`src/rtl/rtc_bus_arbiter_pkg.sv`:
```
// Shared types and constants for the RTC access-port arbiter.
// Holds the FSM state enum, requester indices and index/one-hot helpers.
package rtc_bus_arbiter_pkg;

  typedef enum logic [1:0] {
    IDLE   = 2'd0,
    GRANT  = 2'd1,
    ACCESS = 2'd2,
    DONE   = 2'd3
  } state_t;

  localparam logic [1:0] REQ_IRQ  = 2'd0;
  localparam logic [1:0] REQ_SCAN = 2'd1;
  localparam logic [1:0] REQ_EDIT = 2'd2;

  localparam logic [7:0] DEFAULT_CMD_ADDR = 8'hF0;
  localparam int unsigned DEFAULT_TIMEOUT = 255;

  function automatic logic [2:0] idx_to_onehot(input logic [1:0] idx);
    logic [2:0] oh;
    case (idx)
      2'd0:    oh = 3'b001;
      2'd1:    oh = 3'b010;
      2'd2:    oh = 3'b100;
      default: oh = 3'b000;
    endcase
    return oh;
  endfunction

  function automatic logic [1:0] onehot_to_idx(input logic [2:0] oh);
    logic [1:0] idx;
    case (oh)
      3'b010:  idx = 2'd1;
      3'b100:  idx = 2'd2;
      default: idx = 2'd0;
    endcase
    return idx;
  endfunction

  function automatic logic [1:0] next_idx(input logic [1:0] idx);
    return (idx >= 2'd2) ? 2'd0 : idx + 2'd1;
  endfunction

endpackage

```
`src/rtl/rtc_bus_arbiter_rr_pick3.sv`:
```
// Combinational 3-way round-robin selector with an optional fixed-priority
// override for requester 0; produces a one-hot winner (zero when no request).
module rr_pick3
  import rtc_bus_arbiter_pkg::*;
(
  input  logic [2:0] req,
  input  logic [1:0] last,
  input  logic       prio,
  output logic [2:0] win
);

  logic [1:0] first;
  logic [1:0] second;
  logic [1:0] third;

  // Search order starts just after the previous winner and wraps around.
  always_comb begin
    first  = next_idx(last);
    second = next_idx(first);
    third  = next_idx(second);
    win    = 3'b000;
    if (prio && req[REQ_IRQ]) begin
      win = idx_to_onehot(REQ_IRQ);
    end else if (|(req & idx_to_onehot(first))) begin
      win = idx_to_onehot(first);
    end else if (|(req & idx_to_onehot(second))) begin
      win = idx_to_onehot(second);
    end else if (|(req & idx_to_onehot(third))) begin
      win = idx_to_onehot(third);
    end
  end

endmodule

```
`src/rtl/rtc_bus_arbiter.sv`:
```
// Serialises alarm, menu-scan and user-edit accesses onto the single RTC
// bus-timing controller port, with locked bursts and FRW timeout abort.
module rtc_bus_arbiter
  import rtc_bus_arbiter_pkg::*;
#(
  parameter int unsigned TIMEOUT  = DEFAULT_TIMEOUT,
  parameter logic [7:0]  CMD_ADDR = DEFAULT_CMD_ADDR
) (
  input  logic        CLK,
  input  logic        RST,
  input  logic [2:0]  Req,
  input  logic [2:0]  Lock,
  input  logic [2:0]  Wr,
  input  logic [23:0] AddrIn,
  input  logic [23:0] WrData,
  output logic [2:0]  Gnt,
  output logic [2:0]  Done,
  output logic [7:0]  RdData,
  output logic        Err,
  output logic [7:0]  Dir,
  output logic        Mod,
  output logic [7:0]  DataOut,
  input  logic [7:0]  DataIn,
  output logic        Acceso,
  input  logic        FRW
);

  localparam logic [7:0] TIMEOUT_CNT = 8'(TIMEOUT);

  state_t     state;
  state_t     state_next;
  logic [1:0] winner;
  logic [1:0] last_winner;
  logic [2:0] win_oh;
  logic [2:0] pick;
  logic [7:0] cnt;
  logic [7:0] cnt_inc;
  logic       err_pend;
  logic       cmd_write;
  logic       burst_ok;
  logic       timed_out;
  logic [7:0] addr_sel;
  logic [7:0] wdata_sel;

  rr_pick3 u_pick (
    .req  (Req),
    .last (last_winner),
    .prio (1'b1),
    .win  (pick)
  );

  assign win_oh    = idx_to_onehot(winner);
  assign cnt_inc   = cnt + 8'd1;
  assign timed_out = (cnt_inc == TIMEOUT_CNT);
  assign cmd_write = Mod && (Dir == CMD_ADDR);
  // A command write never chains, and an IRQ request breaks any other burst.
  assign burst_ok  = (|(Lock & Req & win_oh)) && !cmd_write &&
                     !(Req[REQ_IRQ] && (winner != REQ_IRQ));

  always_comb begin
    addr_sel  = AddrIn[23:16];
    wdata_sel = WrData[23:16];
    case (winner)
      2'd0: begin
        addr_sel  = AddrIn[7:0];
        wdata_sel = WrData[7:0];
      end
      2'd1: begin
        addr_sel  = AddrIn[15:8];
        wdata_sel = WrData[15:8];
      end
      default: ;
    endcase
  end

  always_ff @(posedge CLK or posedge RST) begin
    if (RST) begin
      state <= IDLE;
    end else begin
      state <= state_next;
    end
  end

  always_comb begin
    state_next = state;
    Gnt        = 3'b000;
    Done       = 3'b000;
    Err        = 1'b0;
    Acceso     = 1'b0;
    case (state)
      IDLE: begin
        if (|Req) state_next = GRANT;
      end
      GRANT: begin
        Gnt        = win_oh;
        state_next = ACCESS;
      end
      ACCESS: begin
        Gnt    = win_oh;
        Acceso = 1'b1;
        if (FRW || timed_out) state_next = DONE;
      end
      DONE: begin
        Gnt        = win_oh;
        Done       = win_oh;
        Err        = err_pend;
        state_next = burst_ok ? GRANT : IDLE;
      end
      default: state_next = IDLE;
    endcase
  end

  always_ff @(posedge CLK or posedge RST) begin
    if (RST) begin
      winner      <= REQ_IRQ;
      last_winner <= REQ_EDIT;
      Dir         <= 8'h00;
      Mod         <= 1'b0;
      DataOut     <= 8'h00;
      RdData      <= 8'h00;
      cnt         <= 8'h00;
      err_pend    <= 1'b0;
    end else begin
      case (state)
        IDLE: begin
          if (|Req) winner <= onehot_to_idx(pick);
        end
        GRANT: begin
          Dir      <= addr_sel;
          DataOut  <= wdata_sel;
          Mod      <= |(Wr & win_oh);
          cnt      <= 8'h00;
          err_pend <= 1'b0;
        end
        ACCESS: begin
          if (cnt != TIMEOUT_CNT) cnt <= cnt_inc;
          if (FRW) begin
            if (!Mod) RdData <= DataIn;
          end else if (timed_out) begin
            err_pend <= 1'b1;
          end
        end
        DONE: begin
          if (!burst_ok) last_winner <= winner;
        end
        default: ;
      endcase
    end
  end

endmodule
```
`config.mk`:
```
export PLATFORM = sky130hd
export DESIGN_NAME = rtc_bus_arbiter
export DESIGN_NICKNAME = d
export VERILOG_FILES = /design/src/rtl/rtc_bus_arbiter_pkg.sv /design/src/rtl/rtc_bus_arbiter_rr_pick3.sv /design/src/rtl/rtc_bus_arbiter.sv
export SDC_FILE = /design/constraint.sdc
export NUM_CORES = 1
export LEC_CHECK = 0
export ABC_AREA = 1
export ABC_CLOCK_PERIOD_IN_PS = 1700
export CAP_MARGIN = 30
export CELL_PAD_IN_SITES_DETAIL_PLACEMENT = 1
export CELL_PAD_IN_SITES_GLOBAL_PLACEMENT = 1
export CORE_ASPECT_RATIO = 1.1
export CORE_MARGIN = 3
export CORE_UTILIZATION = 26
export DETAILED_ROUTE_END_ITERATION = 8
export GPL_ROUTABILITY_DRIVEN = 0
export PLACE_DENSITY_LB_ADDON = 0.1
export SKIP_LAST_GASP = 1
export SLEW_MARGIN = 25
export SYNTH_ARGS = -nofsm -noshare
export SYNTH_HDL_FRONTEND = slang
export SYNTH_SLANG_ARGS = --single-unit
```
`constraint.sdc`:
```
create_clock -name CLK -period 1.7 [get_ports CLK]
set_input_delay 0.17 -clock CLK [delete_from_list [all_inputs] [get_ports CLK]]
set_output_delay 0.17 -clock CLK [all_outputs]
set_load 0.01 [all_outputs]
```
== Yosys cells after proc, flatten, opt, wreduce, memory -nomap -nowiden ==
Cells that the tools add are included.
Word-level totals
  output and inout port bits: 33
  flip-flop bits (word level): 40
  bits of input ports: 68
  word-level logic and storage cells: 105
Cells by class
  order comparisons: 3
  $add $sub $neg: 4
  reduce and logical (&&, ||, !) cells: 27
  equality and inequality tests: 21
  bitwise operators: 8
  mux-type cells: 33
Operators by type and width (count)
  one-hot mux 8 bit (2 select lines): 3
  two-way mux 3 bit: 12
  one-hot mux 3 bit (3 select lines): 4
  OR reduction 3 bit: 7
  bitwise AND 3 bit: 6
  == test 8 bit (second input constant): 2
  == test 2 bit (second input constant): 6
  == test 2 x 1 -> 1 bit (second input constant): 5
  logical NOT 2 bit: 5
  two-way mux 2 bit: 5
  inequality test 2 bit (second input constant): 5
  adder 8 x 1 -> 8 bit (second input constant): 1
  two-way mux 8 bit: 1
  inequality test 8 bit (second input constant): 1
  one-hot mux 2 bit (4 select lines): 1
  AND reduction 2 bit: 4
  adder 2 x 1 -> 2 bit (second input constant): 3
  >= comparator 2 bit (second input constant): 3
  AND reduction 3 bit: 2
  two-way mux 1 bit: 5
  logical AND 1 bit: 4
  one-hot mux 2 bit (2 select lines): 1
  nonzero test 2 bit: 2
  == test 3 x 2 -> 1 bit (second input constant): 1
  other kinds (5): 7

== Depth between registers and ports, before layout ==
Gate-level depths: netlist of run 1.
  depth after elaboration: 22
  depth in mapped cells: 12
  depth with buffers taken out: 12

== Cells and area by module ==
A second synthesis of run 1 with hierarchy kept.
Unflattened totals
  cells, all modules: 317
  area, all modules: 2369.8 um^2
Modules (own cells, without submodules)
  rtc_bus_arbiter: area each 2252.2 um^2, seq. area each 1002.2 um^2, cells each 291, times used 1
  rr_pick3: area each 117.6 um^2, seq. area each 0.0 um^2, cells each 26, times used 1

== Worst setup path after synthesis of run 1 ==
Ideal clock, no wire load.
  path kind: reg-to-reg
  start: register state[0]
  end: register RdData[0]
  stages on the path, launching flop included: 7
  data required time: 1575 ps
  setup time: 125 ps
  period minus slack after synthesis: 1639 ps
  path buffers: 0
  path slack: 61 ps
  arrival time: 1514 ps
  path through: dfrtp_1 -> inv_1 -> ha_1 -> inv_1 -> nor2_1 -> nand2_1 -> mux2_2
On the way
  word-level cells in the longest chain between the ends: 2
RTL lines
  from (decl): line rtc_bus_arbiter.sv:30  | state_t state;
  from (signal assigned): line rtc_bus_arbiter.sv:80  | state <= state_next;
  == test 2 bit: line rtc_bus_arbiter.sv:124  | case (state)
  AND reduction 3 bit (no source line)
  to (signal assigned): line rtc_bus_arbiter.sv:138  | if (!Mod) RdData <= DataIn;
  to (decl): line rtc_bus_arbiter.sv:18  | output logic [7:0] RdData,
No other way between the ends.
A chain may end at the register's enable or synchronous reset.

== Final worst setup path of run 1 ==
  start: register state[1]
  end: output Done[1]
On the way
  word-level cells in the longest chain between the ends: 2
RTL lines
  == test 2 bit: line rtc_bus_arbiter.sv:90  | case (state)
  two-way mux 3 bit: line rtc_bus_arbiter.sv:90
  to (decl): line rtc_bus_arbiter.sv:17  | output logic [2:0] Done,
No other way between the ends.

==> results of run 1 <==
sequential cells by signal, summed over array words and instances (netlist names):
name         cells
Dir              8
cnt              8
Mod              1
last_winner      2
err_pend         1
state            2
DataOut          8
RdData           8
winner           2
logic make-up (layout without fill, tap and decap cells):
| family | Yosys count | after routing |
|---|---|---|
| buf+inv | 47 | 164 |
| flops | 40 | 40 |
| simple gates | 151 | 151 |
| mux | 8 | 8 |
| compound gates | 38 | 38 |
| xor+xnor | 2 | 2 |
| fa+ha+maj | 6 | 6 |
power by group:
group / switching (mW) / total, mW / leakage, nW / internal, mW
Sequential: 0.267 / 1.64 / 0.479 / 1.37
Combinational: 1.65 / 3.18 / 1.05 / 1.54
Clock: 0.326 / 0.688 / 0.0503 / 0.362
layer usage:
layer | vias up | GRT usage (%) | share of wire (%)
met5 | - | 0 | 0
met4 | 0 | 3.67 | 0.78
met3 | 4 | 4.99 | 7.1
met2 | 64 | 26.2 | 49
met1 | 1116 | 18.7 | 43
li1 | 1184 | - | -
layout make-up:
| class | instances | area, sq um |
|---|---|---|
| sequential | 40 | 1000 |
| inverter | 39 | 146 |
| multi-input combinational | 205 | 1100 |
| fill | 981 | 4500 |
| timing repair buffer | 118 | 1140 |
| clock buffer | 7 | 96.3 |
| tap | 108 | 135 |
critical path, stage by stage (launching register included):
cell and delay (ns):
dfrtp_2 0.44, buf_4 0.15, ha_4 0.16, inv_1 0.08
nor2_1 0.05, dlygate4sd2_1 0.28
repair_timing:
item / CTS / global route
endpoints found under the setup margin: 10 / 7
hold endpoints to repair: 0 / 0
buffers inserted: 5 / 1
gates resized for setup: 17 / 11
gates cloned: 0 / 0
pin swaps: 0 / 4
worst min-delay path by stage:
stage | endpoint | cells after the start
after floorplan | RdData[0] | 1
after global placement | DataOut[4] | 2
after detailed placement | DataOut[7] | 2
after CTS | RdData[0] | 3
after global routing | RdData[6] | 3
final | RdData[1] | 3
placed cells by master, fill, tap and decap left out, types with 2 or more instances in the layout:
cell type	count
clkdlybuf4s50_1	92
buf_4	17
o21ai_0	24
o31ai_1	2
nand2_2	2
mux2_2	8
o21ai_1	2
ha_2	3
ha_1	2
dlygate4sd2_1	6
nor3_1	2
nor2_2	6
a21oi_1	2
inv_1	37
nand3_1	14
xor2_1	2
dfrtp_2	2
dfrtp_1	37
nor2_1	18
nand2_1	86
nor2_4	2
clkbuf_8	7
nand4_1	19
o22ai_1	4
stage by stage:
stage / instance area (sq um) / hold slack (ns)
2_1_floorplan: 2240 / 0.321
3_3_place_gp: 3440 / 0.468
3_5_place_dp: 3440 / 0.481
4_1_cts: 3600 / 0.218
5_1_grt: 3630 / 0.225
6_report: 3630 / 0.209
==> results.toml, run 1 <==
[outcome]
status = "finished, final reports clean"

[layout]
antenna_cells = 0
nNetsFinal = 483
instances_no_fill = 517
drive_gt1_share_pct = 13.0
fin_util_pct = 44.7
areaGrowthSynthToFinish_pct = 62.3

[logic_synthesis]
synth_top_family_by_area = "simple AND/OR/NAND/NOR gates"
synth-adder-area-share_pct = 3.36
syn_inst = 292
async_reset_ff_share_pct = 100
synth.distinct_cells = 25
synth_top_area_share_pct = 43.6
synth-edff-count = 0
yosysTopAreaCell = "dfrtp_1"
synth_compound_area_share_pct = 9.96
ys_seq_area_share_pct = 44.8
synth_xor_area_share_pct = 0.783
synth_area_sq_um = 2240
syn_nets = 366
yosysMostFrequentCell = "nand2_1"
avgSynthCellArea_sq_um = 7.66
ys_seq_elements = 40
synthFlopType = "dfrtp_1"
synth_common_cells = "nand2_1, dfrtp_1, inv_1"
synth.area.mux_share_pct = 4.03
synthSimpleGateAreaFrac_pct = 28.9
yosysWarnings = 0
ys_top_cells_by_area = "dfrtp_1, nand2_1, inv_1, o21ai_0, nand4_1"

[power]
leakagePower_nw = 1.58
power_mw = 5.51
peakVddDrop_mv = 0.566
pwr_density_cell_nw_per_um2 = 1520

[floorplanning]
start_util_pct = 27.5
core-area_sq_um = 8130
dieArea_sq_um = 9750
die_width_microns = 94.4
die_y_microns = 103
row_count = 34
io_pins = 101

[sta]
finalSetupViolations = 0
hold_viol = 0
fin_skew_ns = 0.00630
worst_slack_ns = 0.0795
period_needed_ns = 1.62
report.final.slew_viol_count = 0
finalCritPeriodShare_pct = 95.3
fmax_mhz = 617
worstMarginPinSlew_ns = 0.554
tns_ns = 0
relSlewSlack_pct = 62.7

[detailed_routing]
drtPass1Iterations = 4
antenna_left = 0
drt_iter0_markers = 53
drc_errors = 0
wl_per_cell_microns = 14.2
num_vias = 2368
drt_wl_total_mm = 7.35
vias_per_cell = 4.58

[setup_path]
setup.worst_path.class = "register to primary output"
r2r_start = "state[0]"
arrival_ns = 1.45
r2r_end = "Dir[2]"
crit_path_start = "state[1]"
cp-start-kind = "register"
r2r_slack_ns = 0.13
worstPathRequired_ns = 1.53
reg2reg_depth = 7
crit_path_max_fanout = 5
crit_path_end_kind = "primary output"
crit_end = "Done[1]"

[clock_tree]
clock-sinks = 40
clock_latency_ns = 0.29
htreeDepth = 2
cts_tree = "done"
cts_made_buffers = 5
cts_hold_buf = 0
cts_buffer_depth = 2
clk_pin_slew_ns = 0.08
root_buffer = "clkbuf_8"

[global_route]
overflow = 0
grt_max_degree = 41
grt_pass1_vias = 2450
grt_antenna_before_repair = 0
grt_usage_pct = 15.3
grt_pass1_wl_mm = 11.8

[place]
dp_slack_ns = 0.00746
numPlacedInstances = 504
hpwlAfterDp_mm = 5.76
place.port_buffers = 100

[hold_path]
min_path_type = "input pin to asynchronous set/reset pin"

[job]
maxCapViolations = 0
Note: power is estimated with default switching activity, not from simulation.
==> inputs of run 2 (changes only) <==
--- a/config.mk
+++ b/config.mk
@@ -6,15 +6,16 @@
 export NUM_CORES = 1
 export LEC_CHECK = 0
 export ABC_AREA = 1
-export ABC_CLOCK_PERIOD_IN_PS = 1700
+export ABC_CLOCK_PERIOD_IN_PS = 1500
 export CAP_MARGIN = 30
 export CELL_PAD_IN_SITES_DETAIL_PLACEMENT = 1
 export CELL_PAD_IN_SITES_GLOBAL_PLACEMENT = 1
 export CORE_ASPECT_RATIO = 1.1
 export CORE_MARGIN = 3
-export CORE_UTILIZATION = 26
+export CORE_UTILIZATION = 29
 export DETAILED_ROUTE_END_ITERATION = 8
 export GPL_ROUTABILITY_DRIVEN = 0
+export MAX_ROUTING_LAYER = met4
 export PLACE_DENSITY_LB_ADDON = 0.1
 export SKIP_LAST_GASP = 1
 export SLEW_MARGIN = 25
==> constraint.sdc (replaced) <==
create_clock -name CLK -period 1.5 [get_ports CLK]
set_input_delay 0.15 -clock CLK [delete_from_list [all_inputs] [get_ports CLK]]
set_output_delay 0.15 -clock CLK [all_outputs]
set_load 0.01 [all_outputs]
==> results.toml, run 2 (synthesis gave the netlist of run 1 again) <==
[detailed_routing]
drt_iter0_markers = 59
num_vias = 2547
drt_wl_total_mm = 8.55
vias_per_cell = 4.76
wl_per_cell_microns = 16.0
antenna_left = 0
drc_errors = 0
drtPass1Iterations = 4

[setup_path]
cp_slowest_cell = "dfrtp_1"
cp-start-kind = "register"
crit_path_start = "cnt[1]"
crit_end = "cnt[5]"
arrival_ns = 1.77
r2r_end = "cnt[5]"
crit_path_end_kind = "register"
crit_chain = "ha_2 -> nand2_4 -> nor2_4 -> nand3_2 -> buf_6 -> o21ai_4 -> nand2_4 -> nand4_1 -> o21ai_1"
cpMostUsedCell = "nand2_4"
crit_path_max_fanout = 6
setup.worst_path.class = "register to register"
r2r_slack_ns = -0.08
worstPathRequired_ns = 1.69
slowest_delay_ns = 0.37
reg2reg_depth = 9
r2r_start = "cnt[1]"

[layout]
nNetsFinal = 506
n_fill_cell = 845
areaGrowthSynthToFinish_pct = 80.5
design_area_sq_um = 4040
antenna_cells = 0
drive_gt1_share_pct = 24.7
mostFrequentLayoutCell = "clkdlybuf4s50_1"
mostFrequentLayoutCells = "clkdlybuf4s50_1, nand2_1, dfrtp_1"
instances_no_fill = 535

[floorplanning]
dieArea_sq_um = 8800
row_count = 32
io_pins = 101
die_y_microns = 98.1
core-area_sq_um = 7250
die_width_microns = 89.7
start_util_pct = 30.9

[sta]
grt_setup_unrepaired = "true"
finalSetupViolations = 9
worst_slack_ns = -0.0831
worstMarginPinSlew_ns = 0.560
finalCritPeriodShare_pct = 106
fmax_mhz = 632
period_needed_ns = 1.58
report.final.slew_viol_count = 0
relSlewSlack_pct = 62.4
finalHoldWorstSlack_ns = 0.137
fin_skew_ns = 0.00998
hold_viol = 0

[place]
hpwlAfterDp_mm = 5.96
dp_slack_ns = -0.0932
place.port_buffers = 100
placed_area_sq_um = 3550
numPlacedInstances = 511

[power]
pwr_density_cell_nw_per_um2 = 1820
leakagePower_nw = 1.77
peakVddDrop_mv = 0.627
power_mw = 7.34

[clock_tree]
cts_tree = "done"
cts_buffer_depth = 2
clk_pin_slew_ns = 0.08
clock_latency_ns = 0.30
root_buffer = "clkbuf_8"
clock-sinks = 40
htreeDepth = 2
cts_made_buffers = 5

[global_route]
grt_pass1_wl_mm = 13.2
grt_pass1_vias = 2784
grt_max_degree = 35
overflow = 0
grt_antenna_before_repair = 0
grt_usage_pct = 19.0

[outcome]
status = "finished with violations"
violations = "negative setup slack"

[hold_path]
min_path_type = "input pin to asynchronous set/reset pin"

[job]
maxCapViolations = 0
-- run 2: worst min path at each step --
stage          startpoint             end  cells past startpoint
2_1_floorplan   DataIn[0]       RdData[0]                      1
3_3_place_gp          RST          Dir[2]                      2
3_5_place_dp          RST          Dir[2]                      2
4_1_cts               RST  last_winner[0]                      2
5_1_grt               RST  last_winner[0]                      2
6_report              RST  last_winner[0]                      2
-- run 2: repair_timing --
item                                    CTS  global route
cloned                                    0             3
endpoints found under the setup margin   26            47
gates resized for setup                  67            43
pin swaps                                10            13
hold buffers                              0             0
setup buffers                            10             3
-- run 2: per-stage QoR --
stage,TNS [ns],util (%)
floorplan,-0.0520,-
global placement,-0.160,49.0
detailed placement,-1.29,49.0
CTS,-1.66,53.5
global route,-2.00,55.7
finish,-0.487,55.7
-- run 2: area by class of cell --
class	count	area, sq um	area share [%]
clock buffer	8	90.1	2.23
inverter	39	154	3.81
multi-input combinational	205	1270	31.4
sequential	40	1000	24.9
tap	102	128	3.16
timing repair buffer	141	1390	34.5
-- run 2: critical path: cells and delay by family (launching register included) --
family	cells	cell delay (ns)
buf+inv	1	0.13
simple gates	5	0.50
flops	1	0.37
compound gates	2	0.25
fa+ha+maj	1	0.23
-- run 2: report_power, final --
group	internal (mW)	switching (mW)	total, mW	leakage (nW)
Combinational	2.42	2.27	4.68	1.25
Clock	0.376	0.394	0.770	0.0455
Sequential	1.55	0.333	1.88	0.479
-- run 2: routing by layer --
layer  GRT usage (%)  vias up  share of wire [%]  wire [microns]
met1            20.1     1220                 40            3410
met5               -        -                  0               0
met2            34.4       81                 54            4570
li1                -     1235                  -               -
met3            4.93       11                5.3             457
met4            6.13        0                1.2             104
==> inputs of run 3 (changes only) <==
--- a/config.mk
+++ b/config.mk
@@ -13,10 +13,12 @@
 export CORE_ASPECT_RATIO = 1.1
 export CORE_MARGIN = 3
 export CORE_UTILIZATION = 29
+export CTS_CLUSTER_SIZE = 16
 export DETAILED_ROUTE_END_ITERATION = 8
 export GPL_ROUTABILITY_DRIVEN = 0
 export MAX_ROUTING_LAYER = met4
 export PLACE_DENSITY_LB_ADDON = 0.1
+export SETUP_SLACK_MARGIN = 0.4
 export SKIP_LAST_GASP = 1
 export SLEW_MARGIN = 25
 export SYNTH_ARGS = -nofsm -noshare
==> results.toml, run 3 (synthesis gave the netlist of run 1 again) <==
[outcome]
status = "finished with violations"
violations = "negative setup slack"

[setup_path]
cp-start-kind = "register"
crit_path_max_fanout = 3
setup.worst_path.class = "register to register"
slowest_delay_ns = 0.42
crit_chain = "ha_4 -> nand2_4 -> o21ai_1 -> o21ai_1 -> nor2_2 -> nand3_2 -> nand2_2 -> nand2_2 -> nand2_1 -> nand2_1"
crit_path_end_kind = "register"
cp_slowest_cell = "dfrtp_1"
arrival_ns = 1.76
worstPathRequired_ns = 1.68

[global_route]
grt_max_degree = 23
use_met3_pct = 5.08
grtUsageMet2_pct = 36.2
grt_pass1_vias = 2851
grt_usage_pct = 20.7
use_met1_pct = 24.0
grt_pass1_wl_mm = 14.3
overflow = 0
grt_antenna_before_repair = 0
grt.busiest_layer = "met2"

[power]
peakVddDrop_mv = 0.731
leakagePower_nw = 1.96
pwr_density_cell_nw_per_um2 = 1920

[layout]
areaGrowthSynthToFinish_pct = 94.8
antenna_cells = 0
mostFrequentLayoutCell = "clkdlybuf4s50_1"
nNetsFinal = 523
instances_no_fill = 552
mostFrequentLayoutCells = "clkdlybuf4s50_1, nand2_1, dfrtp_1"
fin_util_pct = 60.1
drive_gt1_share_pct = 39.3
design_area_sq_um = 4360

[sta]
worstMarginPinSlew_ns = 0.327
tns_ns = -0.877
period_needed_ns = 1.58
relSlewSlack_pct = 78.0
worst_slack_ns = -0.0785
fmax_mhz = 634
report.final.slew_viol_count = 0
fin_skew_ns = 0.00939
finalHoldWorstSlack_ns = 0.193
grt_setup_unrepaired = "true"
hold_viol = 0
finalSetupViolations = 16
finalCritPeriodShare_pct = 105

[clock_tree]
cts_hold_buf = 0
clock-sinks = 40
clock_latency_ns = 0.29
root_buffer = "clkbuf_8"
cts_tree = "done"
htreeDepth = 2
clk_pin_slew_ns = 0.08
cts_buffer_depth = 2
cts_made_buffers = 5

[floorplanning]
die_y_microns = 98.1
core-area_sq_um = 7250
io_pins = 101
dieArea_sq_um = 8800
die_width_microns = 89.7
row_count = 32
start_util_pct = 30.9

[detailed_routing]
drc_errors = 0
vias_per_cell = 4.76
antenna_left = 0
wl_per_cell_microns = 17.4
num_vias = 2628
drt_iter0_markers = 55
drt_wl_total_mm = 9.61
drtPass1Iterations = 4

[place]
hpwlAfterDp_mm = 6.12
numPlacedInstances = 512
placed_area_sq_um = 3620
place.port_buffers = 100

[hold_path]
min_path_type = "input pin to asynchronous set/reset pin"

[job]
maxCapViolations = 0
==> run 3: changes by cell type in the layout (fill, tap and decap cells not counted), sizes merged <==
cell,change
clkinv,-1
inv,+1
clkdlybuf4s15,+3
clkbuf,+11
bufinv,+1
dlygate4sd2,+1
buf,+26
clkdlybuf4s50,-25
==> run 3: what timing repair did <==
action	4_1_cts	5_1_grt
setup buffers	17	11
pin swaps	11	27
setup endpoints to repair	73	68
resized for setup	131	92
cloned	2	2
==> run 3: power by group <==
group          switching, mW  internal [mW]  leakage (nW)
combinational           2.72           2.74          1.42
sequential             0.373           1.55         0.479
clock                  0.379          0.587        0.0645
total                   3.47           4.88          1.96
==> run 3: path summary, 6_finish.rpt <==
check	start	end	slack [ns]	cells after the start
setup / recovery	cnt[1]	state[1]	-0.08	10
hold / removal	RST	Dir[7]	0.19	3
setup reg to reg	cnt[1]	state[1]	-0.08	10
hold reg to reg	DataOut[4]	DataOut[4]	0.47	2
max in group asynchronous	RST	last_winner[1]	0.98	3
min in group CLK	Wr[1]	Mod	0.46	3
==> run 3: area by class of cell <==
cell class	count	area, sq um
Clock inverter	1	30.0
Tap cell	102	128
Sequential cell	40	1000
Inverter	39	154
Multi-Input combinational cell	205	1420
Fill cell	813	2890
Clock buffer	7	96.3
Timing Repair Buffer	158	1520
==> run 3: critical path, delay by kind of cell, from the launching register on <==
family          cells  cell delay, ns
compound gates      2            0.29
simple gates        7            0.57
flops               1            0.42
fa+ha+maj           1            0.18
==> run 3: layer usage <==
metal	share of wire, %	vias up	wire length [microns]
li1	-	1265	-
met1	42	1281	4040
met2	52	72	5020
met3	4.6	10	440
met4	1.2	0	112
met5	0	-	0
==> run 3: stage by stage <==
stage,setup WS (ns),total power [mW]
global route,-0.165,8.91
detailed placement,-0.0969,5.90
global placement,-0.0204,5.80
CTS,-0.0776,7.57
floorplan,0.0521,4.01
finish,-0.0785,8.34
